**config.mk**
```make
export PLATFORM = sky130hd
export DESIGN_NAME = bias_loader
export DESIGN_NICKNAME = d
export VERILOG_FILES = /design/src/rtl/bias_loader.sv
export SDC_FILE = /design/constraint.sdc
export NUM_CORES = 1
export LEC_CHECK = 0
export ABC_AREA = 0
export CORE_ASPECT_RATIO = 0.9
export CORE_MARGIN = 2
export CORE_UTILIZATION = 24
export CTS_BUF_LIST = sky130_fd_sc_hd__clkbuf_16
export DETAILED_ROUTE_END_ITERATION = 8
export HOLD_SLACK_MARGIN = 0.12
export PLACE_DENSITY = 0.52
export SLEW_MARGIN = 25
export SYNTH_ARGS = -nofsm -noshare
export SYNTH_HDL_FRONTEND = slang
export SYNTH_SLANG_ARGS = --single-unit
```
**constraint.sdc**
```tcl
create_clock -name clk -period 2.3 [get_ports clk]
set_input_delay 0.46 -clock clk [delete_from_list [all_inputs] [get_ports clk]]
set_output_delay 0.46 -clock clk [all_outputs]
set_load 0.005 [all_outputs]
```
**src/rtl/bias_loader.sv**
```systemverilog
// Purpose: fetch up to ARRAY_N bias words from word-addressed memory and write them into the SIMD bias register file.
// Latency: 3 cycles per bias with immediate grant and 1-cycle read data; done one cycle after the last write.
// Backpressure: a request holds its address until mem_gnt; each gnt or rvalid stall adds one cycle; one read outstanding.
module bias_loader #(
  parameter  int ARRAY_N    = 16,
  parameter  int OUT_WIDTH  = 32,
  parameter  int ADDR_WIDTH = 16,
  localparam int CW         = $clog2(ARRAY_N) + 1
) (
  input  logic                  clk,
  input  logic                  reset,
  input  logic                  start,
  input  logic [ADDR_WIDTH-1:0] base_addr,
  input  logic [CW-1:0]         count,
  output logic                  busy,
  output logic                  done,
  output logic                  mem_req,
  output logic [ADDR_WIDTH-1:0] mem_addr,
  input  logic                  mem_gnt,
  input  logic [OUT_WIDTH-1:0]  mem_rdata,
  input  logic                  mem_rvalid,
  output logic [CW-1:0]         w_index,
  output logic [OUT_WIDTH-1:0]  w_data,
  output logic                  w_en
);

  typedef enum logic [2:0] {
    S_IDLE,
    S_REQ,
    S_WAIT,
    S_WRITE,
    S_DONE
  } state_t;

  state_t                  state_q;
  state_t                  state_d;

  logic [ADDR_WIDTH-1:0]   base_q;    // address of bias[0] for the current load
  logic [CW-1:0]           cnt_q;     // clamped number of biases to load
  logic [CW-1:0]           idx_q;     // index of the bias currently being fetched
  logic [ADDR_WIDTH-1:0]   addr_q;    // registered request address, stable across gnt stalls
  logic [CW-1:0]           w_index_q; // holds across cycles without w_en
  logic [OUT_WIDTH-1:0]    w_data_q;  // latched read word, holds across cycles without w_en

  logic [CW-1:0]           cnt_in;    // count clamped to the number of lanes
  logic                    last;      // current write is the final bias of the load
  logic [CW-1:0]           idx_nxt;

  // Clamp the requested count so w_index can never run past the last lane.
  always_comb begin
    cnt_in = count;
    if (count > CW'(ARRAY_N)) begin
      cnt_in = CW'(ARRAY_N);
    end
  end

  assign last    = (idx_q == cnt_q - CW'(1));
  assign idx_nxt = idx_q + CW'(1);

  // State register; reset aborts any load in flight without a done pulse.
  always_ff @(posedge clk) begin
    if (reset) begin
      state_q <= S_IDLE;
    end else begin
      state_q <= state_d;
    end
  end

  // Next-state and control outputs decoded from the current state.
  always_comb begin
    state_d = state_q;
    busy    = (state_q != S_IDLE);
    done    = (state_q == S_DONE);
    mem_req = (state_q == S_REQ);
    w_en    = (state_q == S_WRITE);
    case (state_q)
      S_IDLE: begin
        // start is only honoured here, so starts while busy or in DONE are dropped
        if (start) begin
          state_d = (cnt_in == '0) ? S_DONE : S_REQ;
        end
      end
      S_REQ: begin
        if (mem_gnt) begin
          state_d = S_WAIT;
        end
      end
      S_WAIT: begin
        if (mem_rvalid) begin
          state_d = S_WRITE;
        end
      end
      S_WRITE: begin
        state_d = last ? S_DONE : S_REQ;
      end
      S_DONE: begin
        state_d = S_IDLE;
      end
      default: begin
        state_d = S_IDLE;
      end
    endcase
  end

  // Load parameters, walk the index/address, and capture read data for the write port.
  always_ff @(posedge clk) begin
    if (reset) begin
      base_q    <= '0;
      cnt_q     <= '0;
      idx_q     <= '0;
      addr_q    <= '0;
      w_index_q <= '0;
      w_data_q  <= '0;
    end else begin
      case (state_q)
        S_IDLE: begin
          if (start) begin
            base_q <= base_addr;
            cnt_q  <= cnt_in;
            idx_q  <= '0;
            // leave the address bus untouched for an empty load that never requests
            if (cnt_in != '0) begin
              addr_q <= base_addr;
            end
          end
        end
        S_WAIT: begin
          // rvalid outside WAIT never reaches here, so stray responses are dropped
          if (mem_rvalid) begin
            w_data_q  <= mem_rdata;
            w_index_q <= idx_q;
          end
        end
        S_WRITE: begin
          if (!last) begin
            idx_q  <= idx_nxt;
            // wraps modulo 2^ADDR_WIDTH by truncation
            addr_q <= base_q + ADDR_WIDTH'(idx_nxt);
          end
        end
        default: begin
        end
      endcase
    end
  end

  assign mem_addr = addr_q;
  assign w_index  = w_index_q;
  assign w_data   = w_data_q;

endmodule

```
Word-level counts from Yosys, hierarchy flattened
Index checks and enable logic that the tools add are counted.
{ "totals": {"regBits": 82, "input_bits": 58, "output_inout_bits": 57, "elab_cells": 45} }
{ "classes": {"add_sub_neg": 3, "n_lt_le_gt_ge": 1, "n_eq_ne": 10, "muxes": 14, "n_reduce_logical": 10} }
{ "op_table": {"columns": ["op", "n"], "rows": [
  ["$mux 16", 3],
  ["$pmux 16 s2", 1],
  ["$add 16x5->16", 1],
  ["$mux 3", 5],
  ["$mux 5", 3],
  ["$pmux 3 s4", 1],
  ["$pmux 5 s2", 1],
  ["$ne 2x2->1 const B", 4],
  ["$eq 3x2->1 const B", 2],
  ["$reduce_and 3->1", 2],
  ["$add 5x1->5 const B", 1],
  ["$eq 5x5->1", 1],
  ["$gt 5x5->1 const B", 1],
  ["$logic_not 5->1", 1],
  ["$reduce_bool 5->1", 1],
  ["$sub 5x1->5 const B", 1],
  ["$reduce_and 2->1", 2],
  ["$reduce_and 4->1", 1],
  ["$eq 3x1->1 const B", 1],
  ["$eq 3x3->1 const B", 1],
  ["$logic_not 3->1", 1],
  ["$reduce_bool 3->1", 1],
  ["$ne 2x1->1 const B", 1],
  ["$reduce_bool 2->1", 1]
]} }

Logic depth before layout (Yosys ltp)
{ "depth": {"ltp_word": 6, "mapped_depth": 10, "ltp_nobuf": 10} }

Worst setup path before layout
No wires, ideal clock.
{ "synth_path": {"path_type": "flip-flop to flip-flop", "start": "register idx_q[2]", "end": "register addr_q[9], in the netlist mem_addr[9]", "setup_time_ns": 0.132, "arrival_ns": 2.132, "t_required_ns": 2.168, "slack_ns": 0.036, "path_stages_with_launch": 11, "n_path_buf": 1, "period_less_slack_ns": 2.264, "path_cell_list": "dfxtp_1 -> buf_4 -> nand3_1 -> xnor2_1 -> ha_1 -> o21ai_0 -> o21ai_0 -> o21ai_0 -> o21ai_0 -> nor3b_1 -> o32ai_2"} }
{ "synth_via": {"elab_chain_cells": 4, "elab_cells_between_ends": 7, "cone_classes": "2 x add/sub; 2 x eq/ne; 2 x mux; 1 x reduce/logical"} }
{ "synth_rtl": {"columns": ["item", "line_no", "text"], "rows": [
  ["start, declared", "40", "logic [CW-1:0] idx_q;"],
  ["start signal, assigned", "136", "idx_q <= idx_nxt;"],
  ["$add 5x1->5", "58", "assign idx_nxt = idx_q + CW'(1);"],
  ["$add 16x5->16", "138", "addr_q <= base_q + ADDR_WIDTH'(idx_nxt);"],
  ["$mux 16", "135", "if (!last) begin"],
  ["$pmux 16 s2", "115", "case (state_q)"],
  ["end signal, assigned", "123", "addr_q <= base_addr;"],
  ["end signal, assigned", "138", null],
  ["end, declared", "41", "logic [ADDR_WIDTH-1:0] addr_q;"]
]} }
Several ways; a longest one is shown, not always the timed one. The select of a mux whose other input is x is not followed.
A chain may end at the register's enable or synchronous reset.

Final worst setup path
{ "layout_path": {"start": "register idx_q[0]", "end": "register addr_q[8], in the netlist mem_addr[8]"} }
Same word-level chain as after synthesis.

==> qor.csv <==
stage,metric,value,unit
setup_path,CP max stage cell,dfxtp_4,
placement,Placer Congestion,0.840,
setup_path,Reg2Reg Setup Slack,0.03,ns
yosys,yosys warns,0,
yosys,top cell type's share of synthesized area,42.8,%
global_route,largest net degree at the start of global routing,38,
die,die width,137,um
setup_path,"Arr. time, crit path",2.52,ns
yosys,"FFs w/ async S/R, synth",0,%
clocking,CTS tree,done,
final_layout,n_diodes,0,
pwr,P per Cell Area,671,nW/um^2
final_layout,ratio of cells with drive above 1 in the final layout,12.7,%
final_layout,area of the multi-input gates,2080,um^2
die,die area,17000,um^2
yosys,"Top FF cell, synth",dfxtp_1,
yosys,Post-synth EDFFs,0,
global_route,vias in the first global route,3589,
timing,RSZ-0062 raised after global routing,true,
status,outcome,finished clean,
pwr,Switching Share,27.5,%
global_route,Tot GR Track Use,13.3,%
clocking,hold buffer count at cts,0,
yosys,average cell area after synthesis,8.08,um^2
yosys,"Seq/Total Area, Yosys",42.8,%
setup_path,crit path max fanout,6,
final_layout,Util after Layout,36.5,%
global_route,first-pass GRT wire length,17700,um
timing,PnR worst setup slack,0.0282,ns
detailed_routing,DR pass1 iterations,5,
global_route,initial antenna violation count,0,
hold_path,hold_sp,w_data[8],
timing,setup_tns,0,ns
clocking,CTS Buf Count,9,
setup_path,worst setup path class,flip-flop to flip-flop,
placement,Place WS,-0.0505,ns
yosys,top post-synthesis cells by area,"dfxtp_1 43%, nand2_1 12%, a21oi_1 9.4%, xnor2_1 3.7%, o211ai_1 2.5%",
timing,fmax,0.440,GHz
die,initial core utilization,24.7,%
clocking,CTS max path bufs,2,
setup_path,CP endpoint kind,flip-flop,
timing,fin. max-slew vios,0,
timing,"Hold Vio Cnt, Final",0,
detailed_routing,Routed Antenna Nets,0,
clocking,CTS Sinks,82,
detailed_routing,routed vias/inst,4.52,
setup_path,CP Launch Point,idx_q[0],
yosys,synth unique cells,52,
hold_path,HP Class,flip-flop to flip-flop,
detailed_routing,vias post-DR,3654,
setup_path,"Req. time, crit path",2.55,ns
setup_path,Slowest Stage Delay on Critical Path,0.38,ns
timing,Worst Tran Pin Value,0.455,ns
yosys,Gate Count Post-Synth,475,
setup_path,R2R Path Start,idx_q[0],
die,Row Count,43,
setup_path,critical path cell sequence,ha_4 -> xor2_2 -> ha_4 -> nor2b_4 -> o31a_1 -> o2111ai_2 -> xnor2_1 -> o21ai_0 -> o32ai_1,
die,height of the die,124,um
detailed_routing,final WL,11000,um
setup_path,RR Endpoint,mem_addr[8],
pwr,Reg power frac,42.2,%
clocking,worst skew pair latency,0.34,ns
die,core area,15500,um^2
pwr,Clk pwr share,37.4,%
setup_path,crit path to,mem_addr[8],
setup_path,CP Launch Type,flip-flop,
placement,detailed placement HPWL,8130,um
detailed_routing,routed len/inst,13.6,um
global_route,gr ovfl total,0,
timing,endpoints failing setup,0,
clocking,H-tree depth,3,
clocking,clock-pin transition on the worst setup and hold timing paths,0.06,ns
timing,min cycle time layout,2.27,ns
yosys,Synth Cell Area,3840,um^2
setup_path,R2R cell count,9,
pwr,Gate power share,20.4,%
placement,port bufs,114,
detailed_routing,1st-iter DRT viols,120,
timing,Slew HR,69.7,%
detailed_routing,DRC violations left,0,
pwr,Cell Int Power,2760,uW
yosys,"area leader, netlist",dfxtp_1,
final_layout,# fillers,1588,
pwr,Switch Pwr,1050,uW
pwr,Worst VDD drop,0.358,mV
run,MaxCap Viol Count,0,
yosys,"FF+latch count, synth",82,
pwr,Final Power,3810,uW
pwr,leakage power,0.00197,uW
die,Ports,115,
timing,Layout Skew,0.00963,ns
clocking,root buffer cell,clkbuf_16,
yosys,syn_nets,541,
timing,final worst-path cycle share,98.8,%
final_layout,Synth-to-Final Area Change,48.0,%
setup_path,"most used cell, CP",ha_4,
final_layout,Layout Nets,667,
final_layout,Sequential Area,1650,um^2
timing,Hold WS,0.452,ns
[worst min-delay path by stage]
stage / end / slack, ns / cells after the start
2_1_floorplan: base_q[0] / 0.44 / 2
3_3_place_gp: w_data[31] / 0.44 / 2
3_5_place_dp: w_data[2] / 0.45 / 2
4_1_cts: w_data[2] / 0.46 / 2
5_1_grt: w_data[2] / 0.47 / 2
6_report: w_data[8] / 0.45 / 2
[metal layers]
metal,vias up,wire [um],track usage (%)
met5,-,0,0
met4,0,85,3.74
met3,4,436,4.07
met2,65,5230,20.8
met1,1713,5230,17.6
li1,1872,-,-
[per-stage QoR]
step                area (um^2)  instances
floorplan                  3840        475
global placement           5310        791
detailed placement         5310        791
CTS                        5610        807
global route               5680        808
finish                     5680        808
[state kept, by name, indices dropped and copies added (netlist names)]
| register | flops |
|---|---|
| w_data | 32 |
| base_q | 16 |
| mem_addr | 16 |
| cnt_q | 5 |
| idx_q | 5 |
| w_index | 5 |
| state_q | 3 |
[power groups by stage]
stage / combinational (uW) / clock [uW] / sequential (uW)
CTS: 785 / 1480 / 1610
detailed placement: 781 / 0 / 1640
global placement: 777 / 0 / 1640
global route: 859 / 1550 / 1620
floorplan: 431 / 0 / 1620
finish: 777 / 1430 / 1610
[Yosys cell counts (5+ instances only)]
cell / number
nor3_1: 10
nand3b_1: 5
inv_1: 12
nand3_1: 12
o21ai_0: 11
xnor2_1: 16
dfxtp_1: 82
nor2_1: 17
nor2b_1: 5
nand2b_1: 8
o211ai_1: 13
ha_1: 7
a21oi_1: 72
clkbuf_1: 20
nand2_1: 125
[placed cells by master (no fill, tap or decap), drive strengths merged, types with 7 or more instances in the layout]
cell type	count
nand2	126
clkdlybuf4s50	113
dfxtp	82
a21oi	72
buf	31
nor2	18
xnor2	17
o211ai	14
inv	14
o21ai	14
nand3	12
nor3	11
clkbuf	9
nand2b	9
ha	7
[logic make-up after synthesis]
logic type	after synthesis	synth area share, %
compound gates	122	20.1
xor+xnor	21	4.99
fa+ha+maj	8	2.80
buf+inv	41	4.76
flops	82	42.8
mux	1	0.293
simple gates	200	24.3
[area by class of cell]
class	instances	share of cell area (%)
Timing Repair Buffer	144	24.0
Sequential cell	82	29.0
Multi-Input combinational cell	352	36.6
Clock inverter	7	1.23
Clock buffer	9	3.96
Inverter	12	0.793
Tap cell	202	4.45
[repair_timing]
action	4_1_cts	5_1_grt
setup endpoints to repair	6	13
pin swaps	0	4
gates resized for setup	4	15
setup buffers	0	1
[worst max-delay path, delay by kind of cell (launching register included)]
| kind | cells | cell delay (ns) |
|---|---|---|
| fa+ha+maj | 2 | 0.40 |
| compound gates | 4 | 0.95 |
| xor+xnor | 2 | 0.33 |
| flops | 1 | 0.38 |
| simple gates | 1 | 0.13 |
(Power assumes the default switching activity.)
